**config.mk**
```make
export PLATFORM = sky130hd
export DESIGN_NAME = buff_reader
export DESIGN_NICKNAME = d
export VERILOG_FILES = /design/src/rtl/buff_pkg.sv /design/src/rtl/buff_reader_skid2.sv /design/src/rtl/buff_reader.sv
export SDC_FILE = /design/constraint.sdc
export NUM_CORES = 1
export LEC_CHECK = 0
export ABC_CLOCK_PERIOD_IN_PS = 1840
export CAP_MARGIN = 20
export CORE_AREA = 2 2 53 55
export CTS_CLUSTER_DIAMETER = 50
export DETAILED_ROUTE_END_ITERATION = 10
export DIE_AREA = 0 0 55 57
export PLACE_DENSITY = 0.75
export RECOVER_POWER = 100
export SETUP_SLACK_MARGIN = 0.3
export SLEW_MARGIN = 40
export SYNTH_ARGS = -nofsm -noshare
export SYNTH_HDL_FRONTEND = slang
export SYNTH_HIERARCHICAL = 1
export SYNTH_SLANG_ARGS = --single-unit
```
**constraint.sdc**
```tcl
create_clock -name clk -period 1.84 [get_ports clk]
set_input_delay 0.184 -clock clk [delete_from_list [all_inputs] [get_ports clk]]
set_output_delay 0.184 -clock clk [all_outputs]
set_load 0.01 [all_outputs]
```
**src/rtl/buff_pkg.sv**
```systemverilog
// Shared definitions for the static circular buffer and its read-side
// controller: FSM state encoding, default geometry and the occupancy width
// helper. Both sides of the buffer import this so their geometry agrees.
package buff_pkg;

  localparam int NUMELEM_DEF = 4;
  localparam int BITDATA_DEF = 4;

  typedef enum logic [1:0] {
    IDLE   = 2'd0,
    FILL   = 2'd1,
    STREAM = 2'd2,
    DRAIN  = 2'd3
  } state_t;

  // Index width for a buffer of n elements; occupancy needs one bit more
  // so that the full count n is representable.
  function automatic int bitelem(input int n);
    return $clog2(n);
  endfunction

endpackage

```
**src/rtl/buff_reader_skid2.sv**
```systemverilog
// skid2: two-entry in-order valid/ready skid buffer.
//   clk       clock
//   rst       synchronous active-low reset (empties the buffer)
//   clr       synchronous clear (empties the buffer)
//   in_valid  write strobe; the caller only writes when cnt < 2
//   in_data   write data
//   out_ready consumer ready
//   out_valid an entry is available (cnt != 0)
//   out_data  oldest entry, zero when empty
//   cnt       number of stored entries (0..2)
module skid2 #(
  parameter int DATA_W = 4
) (
  input  logic              clk,
  input  logic              rst,
  input  logic              clr,
  input  logic              in_valid,
  input  logic [DATA_W-1:0] in_data,
  input  logic              out_ready,
  output logic              out_valid,
  output logic [DATA_W-1:0] out_data,
  output logic [1:0]        cnt
);

  logic [DATA_W-1:0] ent0_q;  // oldest
  logic [DATA_W-1:0] ent1_q;
  logic [1:0]        cnt_q;
  logic              take;
  logic              give;

  assign give = (cnt_q != 2'd0) && out_ready;
  assign take = in_valid && (cnt_q != 2'd2);

  always_ff @(posedge clk) begin
    if (!rst || clr) begin
      cnt_q <= 2'd0;
    end else begin
      cnt_q <= cnt_q + 2'(take) - 2'(give);
    end
  end

  // Entry storage carries no reset; cnt_q alone decides what is live.
  always_ff @(posedge clk) begin
    case (cnt_q)
      2'd0: if (take) ent0_q <= in_data;
      2'd1: begin
        if (take && give) ent0_q <= in_data;
        else if (take) ent1_q <= in_data;
      end
      2'd2: if (give) ent0_q <= ent1_q;
      default: ;
    endcase
  end

  assign out_valid = (cnt_q != 2'd0);
  assign out_data  = out_valid ? ent0_q : '0;
  assign cnt       = cnt_q;

endmodule

```
**src/rtl/buff_reader.sv**
```systemverilog
// buff_reader: read-side controller for the static circular buffer.
// Tracks buffer occupancy by snooping the writer's push strobe, pops only
// when data is present, grants the writer a space credit and streams data
// out through a two-entry skid with watermark/timeout release and flush.
//   clk          clock
//   rst          synchronous active-low reset
//   buf_push     writer push strobe (snooped)
//   buf_pop      pop strobe to the buffer (registers only, no m_ready path)
//   buf_dout     buffer head data, valid alongside buf_pop
//   space_avail  writer may push this cycle
//   m_valid/m_ready/m_data  output stream
//   flush        discard all stored data
//   flush_done   one-cycle pulse as the drain completes
//   err          sticky protocol-violation flag
//   occ          tracked buffer occupancy
//   state        FSM state (debug)
module buff_reader
  import buff_pkg::*;
#(
  parameter int NUMELEM = NUMELEM_DEF,
  parameter int BITDATA = BITDATA_DEF,
  parameter int WMARK   = 2,
  parameter int TIMEOUT = 8
) (
  input  logic                           clk,
  input  logic                           rst,
  input  logic                           buf_push,
  output logic                           buf_pop,
  input  logic [BITDATA-1:0]             buf_dout,
  output logic                           space_avail,
  output logic                           m_valid,
  input  logic                           m_ready,
  output logic [BITDATA-1:0]             m_data,
  input  logic                           flush,
  output logic                           flush_done,
  output logic                           err,
  output logic [bitelem(NUMELEM):0]      occ,
  output logic [1:0]                     state
);

  localparam int BITELEM = bitelem(NUMELEM);
  localparam int OCC_W   = BITELEM + 1;
  localparam int TMR_W   = $clog2(TIMEOUT) + 1;
  localparam logic [OCC_W-1:0] OCC_FULL  = OCC_W'(NUMELEM);
  localparam logic [OCC_W-1:0] OCC_WMARK = OCC_W'(WMARK);
  localparam logic [TMR_W-1:0] TMR_LAST  = TMR_W'(TIMEOUT - 1);

  state_t             state_q;
  state_t             state_d;
  logic [OCC_W-1:0]   occ_q;
  logic [TMR_W-1:0]   timer_q;
  logic               err_q;
  logic [1:0]         skid_cnt;
  logic               skid_push;
  logic               skid_clr;

  always_comb begin
    buf_pop = 1'b0;
    case (state_q)
      STREAM:  buf_pop = (occ_q != '0) && (skid_cnt != 2'd2);
      DRAIN:   buf_pop = (occ_q != '0);
      default: buf_pop = 1'b0;
    endcase
  end

  assign space_avail = rst && (occ_q < OCC_FULL) && (state_q != DRAIN);
  assign flush_done  = (state_q == DRAIN) && (occ_q == '0);

  // Popped data enters the skid while streaming and is dropped while
  // draining. A flush empties the skid on the same edge that enters DRAIN.
  assign skid_push = buf_pop && (state_q == STREAM);
  assign skid_clr  = flush && (state_q != DRAIN);

  always_comb begin
    state_d = state_q;
    case (state_q)
      IDLE:   if (occ_q != '0) state_d = FILL;
      FILL:   if ((occ_q >= OCC_WMARK) || (occ_q == OCC_FULL) || (timer_q == TMR_LAST))
                state_d = STREAM;
      STREAM: if ((occ_q == '0) && (skid_cnt == 2'd0) && !buf_push) state_d = IDLE;
      DRAIN:  if (occ_q == '0) state_d = IDLE;
      default: state_d = IDLE;
    endcase
    if (flush && (state_q != DRAIN)) state_d = DRAIN;
  end

  always_ff @(posedge clk) begin
    if (!rst) begin
      state_q <= IDLE;
      occ_q   <= '0;
      timer_q <= '0;
      err_q   <= 1'b0;
    end else begin
      state_q <= state_d;
      occ_q   <= occ_q + OCC_W'(buf_push) - OCC_W'(buf_pop);
      // Outside FILL the timer rests at zero, so it starts from zero on entry.
      timer_q <= (state_q == FILL) ? timer_q + 1'b1 : '0;
      err_q   <= err_q | (buf_push && !space_avail) | (buf_pop && (occ_q == '0));
    end
  end

  skid2 #(.DATA_W(BITDATA)) u_skid (
    .clk       (clk),
    .rst       (rst),
    .clr       (skid_clr),
    .in_valid  (skid_push),
    .in_data   (buf_dout),
    .out_ready (m_ready),
    .out_valid (m_valid),
    .out_data  (m_data),
    .cnt       (skid_cnt)
  );

  assign err   = err_q;
  assign occ   = occ_q;
  assign state = state_q;

endmodule

```
==> results.cfg, run 1 <==
[status]
status = finished, final reports clean

[clocking]
cts-root-buf = clkbuf_4
clkLatencyLatePin_ns = 0.31
clk_pin_slew_ns = 0.12
cts-htree-levels = 1
cts_made_buffers = 3
cts_tree = built
clkSinkCount = 20
clk_path_buf_depth = 2

[worst_setup_path]
worst-setup-path-type = reg -> reg
path_max_fanout = 2
cp.required_ns = 2.06
worstSetupEndpointType = flip-flop
crit_arrival_ns = 2.01
start_kind = flip-flop

[yosys]
yosysTopAreaCell = dfxtp_1
syn_area_per_cell_sq_um = 10.55
yosysWarnings = 6
yosysSeqAreaShare_pct = 44.65
syn-num-nets = 118
synth_top_area_share_pct = 22.33
ys_ff_latch = 20
yosys-top-cells-area = dfxtp_1 22%, edfxtp_1 22%, ha_1 7.0%
synthCells = 102
synth_cell_types = 35
synth_area_sq_um = 1076

[placement]
routabilityCongestion = 0.7649
pre_cts_ws_ns = 0.07431
placedCellCount = 160
io_buffer_count = 22
hpwl_microns = 1627

[global_routing]
grt_pass1_wl_microns = 3788
use_met3_pct = 2.880
antenna_found_initial = 0
grt_max_degree = 13
grt-busiest-layer = met2
gr-total-overflow = 0
use_met2_pct = 31.46
first_global_vias = 921
grt_use_total_pct = 16.82
use_met1_pct = 16.92

[cells_and_area]
stdcell_count = 172
final_cell_mix = 9 x clkbuf_1, 8 x buf_4, 8 x edfxtp_1
drive_gt1_share_pct = 29.79
layout.nets = 158
layout_commonest_cell = clkbuf_1
syn2layout_area_growth_pct = 42.79
diodes = 0

[power_and_ir_drop]
cellLeakagePower_uw = 0.0006889
p_sw_share_pct = 32.93
p_int_uw = 1196
p_comb_share_pct = 45.4
irDropWorstVdd_mv = 1.041
p_sw_uw = 587.2
powerDensity_nw_per_um2 = 1161
clockPowerShare_pct = 20.5
p_seq_share_pct = 34.1

[route]
dr_total_vias = 875
first_pass_iters = 4
viasPerCell = 5.087
wl_per_cell_microns = 13.79
routed_wl_microns = 2372
ant_nets = 0
drc_errors = 0
drt_iter0_drc = 7

[die]
die_area_sq_um = 3135
die_w_microns = 55
rows = 19
initial_utilization_pct = 41.15
dieHeight_microns = 57
io_pins = 23
core_area_sq_um = 2615

[sta]
fin_crit_sh_pct = 97.36
slew_violations = 0
setup_tns_ns = 0
rsz0062_at_grt = yes
finalCriticalPeriod_ns = 1.791
max_slew_margin_pct = 77.29
clock_skew_ns = 0.004426
finalSetupViolations = 0
holdWs_ns = 0.4681
final_hold_viol_count = 0
max_clock_freq_mhz = 558.2
fin_ws_ns = 0.04851
worst_slew_pin_slew_ns = 0.3407

[flow_run]
maxCapViolCount = 0

[hold_path]
hold_class = reg -> reg
[worst paths after layout]
kind	from	depth (start not counted)	to	slack (ns)
setup / recovery	occ[1]	7	occ[1]	0.05
hold / removal	timer_q[0]	1	timer_q[0]	0.47
setup reg to reg	occ[1]	7	occ[1]	0.05
hold reg to reg	timer_q[0]	1	timer_q[0]	0.47
[area by class of cell]
cell class                      count  area [sq um]
Timing Repair Buffer               37         295.3
Fill cell                         233          1079
Tap cell                           31         38.79
Multi-Input combinational cell     72         620.6
Sequential cell                    20         499.2
Inverter                            8         30.03
Clock buffer                        3         22.52
Clock inverter                      1         30.03
[worst max-delay path: stages, from the launching register on]
cell	delay, ns
dfxtp_4	0.39
nor3_4	0.05
buf_6	0.11
or3_4	0.39
nand2_4	0.08
ha_4	0.13
fa_2	0.42
and2_1	0.14
[sequential cells by signal, summed over array words and instances, names as in the netlist]
register       cells
err                1
u_skid/ent1_q      4
u_skid/cnt         2
timer_q            4
state              2
occ                3
u_skid/ent0_q      4
[power by group through the flow]
stage / clock (uW) / combinational, uW / sequential, uW
after floorplan: 0 / 373 / 632
after global placement: 0 / 665 / 607
after detailed placement: 0 / 687 / 614
after CTS: 367 / 827 / 612
after global routing: 388 / 894 / 617
final: 366 / 809 / 609
[per-layer routing]
metal | vias up | share of wire, %
met3 | 4 | 3.2
met4 | 0 | 2.0
met1 | 417 | 39
li1 | 435 | -
met2 | 19 | 56
met5 | - | 0
[through the flow]
stage                     utilization (%)  instance area [sq um]  total power (uW)
final                               58.76                   1536              1783
after global routing                58.76                   1536              1900
after CTS                           60.48                   1582              1806
after detailed placement            53.49                   1399              1302
after global placement              53.49                   1399              1271
after floorplan                         -                   1110              1006
[repair_timing]
| item | in CTS | in global routing |
|---|---|---|
| gates cloned | 0 | 0 |
| setup buffers | 6 | 2 |
| pin swaps | 5 | 4 |
| hold buffers | 0 | 0 |
| setup endpoints to repair | 22 | 23 |
| resized for setup | 37 | 19 |
[synth_stat cells]
| cell type | count |
|---|---|
| nor2b_1 | 4 |
| and3b_2 | 1 |
| o21ai_0 | 3 |
| dfxtp_1 | 12 |
| ha_1 | 6 |
| o21ai_2 | 1 |
| nor4_1 | 1 |
| and2_1 | 5 |
| inv_1 | 8 |
| nand3_1 | 2 |
| nor2_1 | 7 |
| o41ai_1 | 1 |
| fa_1 | 1 |
| and3_1 | 4 |
| edfxtp_1 | 8 |
| and2b_2 | 1 |
| mux2_4 | 4 |
| nand3b_1 | 2 |
| mux2i_1 | 2 |
| or3_1 | 1 |
| nor3_4 | 1 |
| o21bai_1 | 1 |
| buf_4 | 1 |
| a21oi_1 | 4 |
| xor2_1 | 1 |
| a21bo_2 | 1 |
| buf_6 | 1 |
| nand2_1 | 7 |
| and2b_1 | 3 |
| nand2b_1 | 2 |
| and4bb_1 | 1 |
| nor2b_2 | 1 |
| xnor2_1 | 2 |
| nor3_1 | 1 |
| o211ai_1 | 1 |
[logic make-up (layout without fill, tap and decap cells)]
kind of cell	after synthesis	count (layout)	synth area share [%]
XOR/XNOR	3	3	2.442
AND/OR/NAND/NOR	44	44	24.88
AO/OA/AOI/OAI	12	12	7.210
adder cells (fa/ha/maj)	7	7	8.837
multiplexers	6	6	7.442
flip-flops	20	20	44.65
buffers and inverters	10	49	4.535
No activity file was read; power rests on OpenSTA's default activity.
==> run 2, diff against run 1 <==
- CTS_CLUSTER_SIZE: unset -> 14
==> results of run 2 <==
The final DEF is identical to that of run 1; final timing and power are the same.
==> run 3, diff against run 2 <==
- REMOVE_ABC_BUFFERS: unset -> 1
==> results.cfg, run 3 (synthesis results as in run 1) <==
[cells_and_area]
final_cell_mix = 15 x buf_4, 8 x dfxtp_1, 8 x edfxtp_1
largestRegisters = timer_q (4), u_skid/ent0_q (4), u_skid/ent1_q (4)
nFillCells = 234
syn2layout_area_growth_pct = 53.49
stdcell_count = 180
diodes = 0
layout.nets = 166
layout_commonest_cell = buf_4
drive_gt1_share_pct = 34.90
design_area_sq_um = 1652

[clocking]
cts-root-buf = clkbuf_4
cts_tree = built
clk_path_buf_depth = 2
clk_pin_slew_ns = 0.11
cts-htree-levels = 1
clkSinkCount = 20
cts_hold_buf = 0
clkLatencyLatePin_ns = 0.30
cts_made_buffers = 3

[power_and_ir_drop]
clockPowerShare_pct = 19.4
cellLeakagePower_uw = 0.0007237
p_comb_share_pct = 47.4
p_int_uw = 1241
powerDensity_nw_per_um2 = 1100
p_sw_uw = 576.1
p_seq_share_pct = 33.2
irDropWorstVdd_mv = 0.8198
p_sw_share_pct = 31.71

[route]
wl_per_cell_microns = 13.33
first_pass_iters = 4
drt_iter0_drc = 9
routed_wl_microns = 2399
ant_nets = 0
dr_total_vias = 901
drc_errors = 0
viasPerCell = 5.006

[sta]
worst_slew_pin_slew_ns = 0.3301
slew_violations = 0
finalSetupViolations = 0
fin_ws_ns = 0.09546
clock_skew_ns = 0.003026
max_slew_margin_pct = 77.99
rsz0062_at_grt = yes
max_clock_freq_mhz = 573.2
setup_tns_ns = 0
fin_crit_sh_pct = 94.81
finalCriticalPeriod_ns = 1.745
final_hold_viol_count = 0

[worst_setup_path]
reg2reg_depth = 6
cp.required_ns = 2.04
start_kind = flip-flop
path_max_fanout = 4
worst-setup-path-type = reg -> reg
crit_arrival_ns = 1.95
worstSetupEndpointType = flip-flop

[placement]
io_buffer_count = 22
placedCellCount = 165
routabilityCongestion = 0.7484
hpwl_microns = 1632
placed_cell_area_sq_um = 1406
pre_cts_ws_ns = -0.04243

[global_routing]
gr-total-overflow = 0
antenna_found_initial = 0
grt_max_degree = 13
first_global_vias = 930
grt_pass1_wl_microns = 3836
grt_use_total_pct = 16.46

[flow_run]
maxCapViolCount = 0

[status]
status = finished, final reports clean

[die]
die_area_sq_um = 3135
dieHeight_microns = 57
rows = 19
initial_utilization_pct = 41.15
io_pins = 23
die_w_microns = 55
core_area_sq_um = 2615

[hold_path]
hold_class = reg -> reg
hold_path_depth = 1
run 3: cell types whose count changed in the layout (fill, tap and decap cells not counted), moves of 3 or more:
cell,change
buf_4,+7
clkbuf_1,-7
clkdlybuf4s25_1,+4
buf_6,+3
dfxtp_4,-3
run 3: power groups by stage:
stage / registers [uW] / clock network, uW / logic (uW)
2_1_floorplan: 633 / 0 / 334
6_report: 603 / 353 / 861
4_1_cts: 607 / 360 / 778
3_3_place_gp: 601 / 0 / 668
3_5_place_dp: 604 / 0 / 687
5_1_grt: 610 / 378 / 951
run 3: what timing repair did:
action | in CTS | in global routing
endpoints found under the setup margin | 22 | 23
endpoints found under the hold margin | 0 | 0
resized for setup | 42 | 16
pin swaps | 2 | 7
setup buffers | 7 | 4
run 3: path summary, 6_finish.rpt:
| kind | start | end | slack, ns |
|---|---|---|---|
| max | state[1] | occ[2] | 0.1 |
| min | timer_q[0] | timer_q[0] | 0.46 |
| max reg2reg | state[1] | occ[2] | 0.1 |
| min reg2reg | timer_q[0] | timer_q[0] | 0.46 |
run 3: through the flow:
| step | utilization [%] | hold slack, ns | power, uW |
|---|---|---|---|
| after floorplan | - | 0.2829 | 966.6 |
| after global placement | 53.78 | 0.4286 | 1269 |
| after detailed placement | 53.78 | 0.4388 | 1291 |
| after CTS | 61.34 | 0.4609 | 1746 |
| after global routing | 63.16 | 0.4766 | 1939 |
| final | 63.16 | 0.4588 | 1817 |
run 3: critical path, stage by stage, from the launching register on:
cell,delay (ns)
dfxtp_1,0.43
o21ai_2,0.10
or3_4,0.36
buf_4,0.15
fa_2,0.35
xnor2_1,0.12
and2_1,0.14
run 3: area by class of cell:
class / count / area [sq um] / share of cell area [%]
repair buffers: 45 / 399.1 / 24.17
flip-flops and latches: 20 / 490.5 / 29.70
clock inverters: 1 / 30.03 / 1.818
clock buffers: 3 / 22.52 / 1.364
well taps: 31 / 38.79 / 2.348
inverters: 8 / 30.03 / 1.818
multi-input cells: 72 / 640.6 / 38.79
run 3: routing by layer:
metal	vias to the layer above	part of all wire, %	GRT usage, %
met5	-	0	0
met4	0	0.88	3.484
met3	4	4.5	4.974
met2	25	57	30.27
met1	430	38	17.94
li1	442	-	-
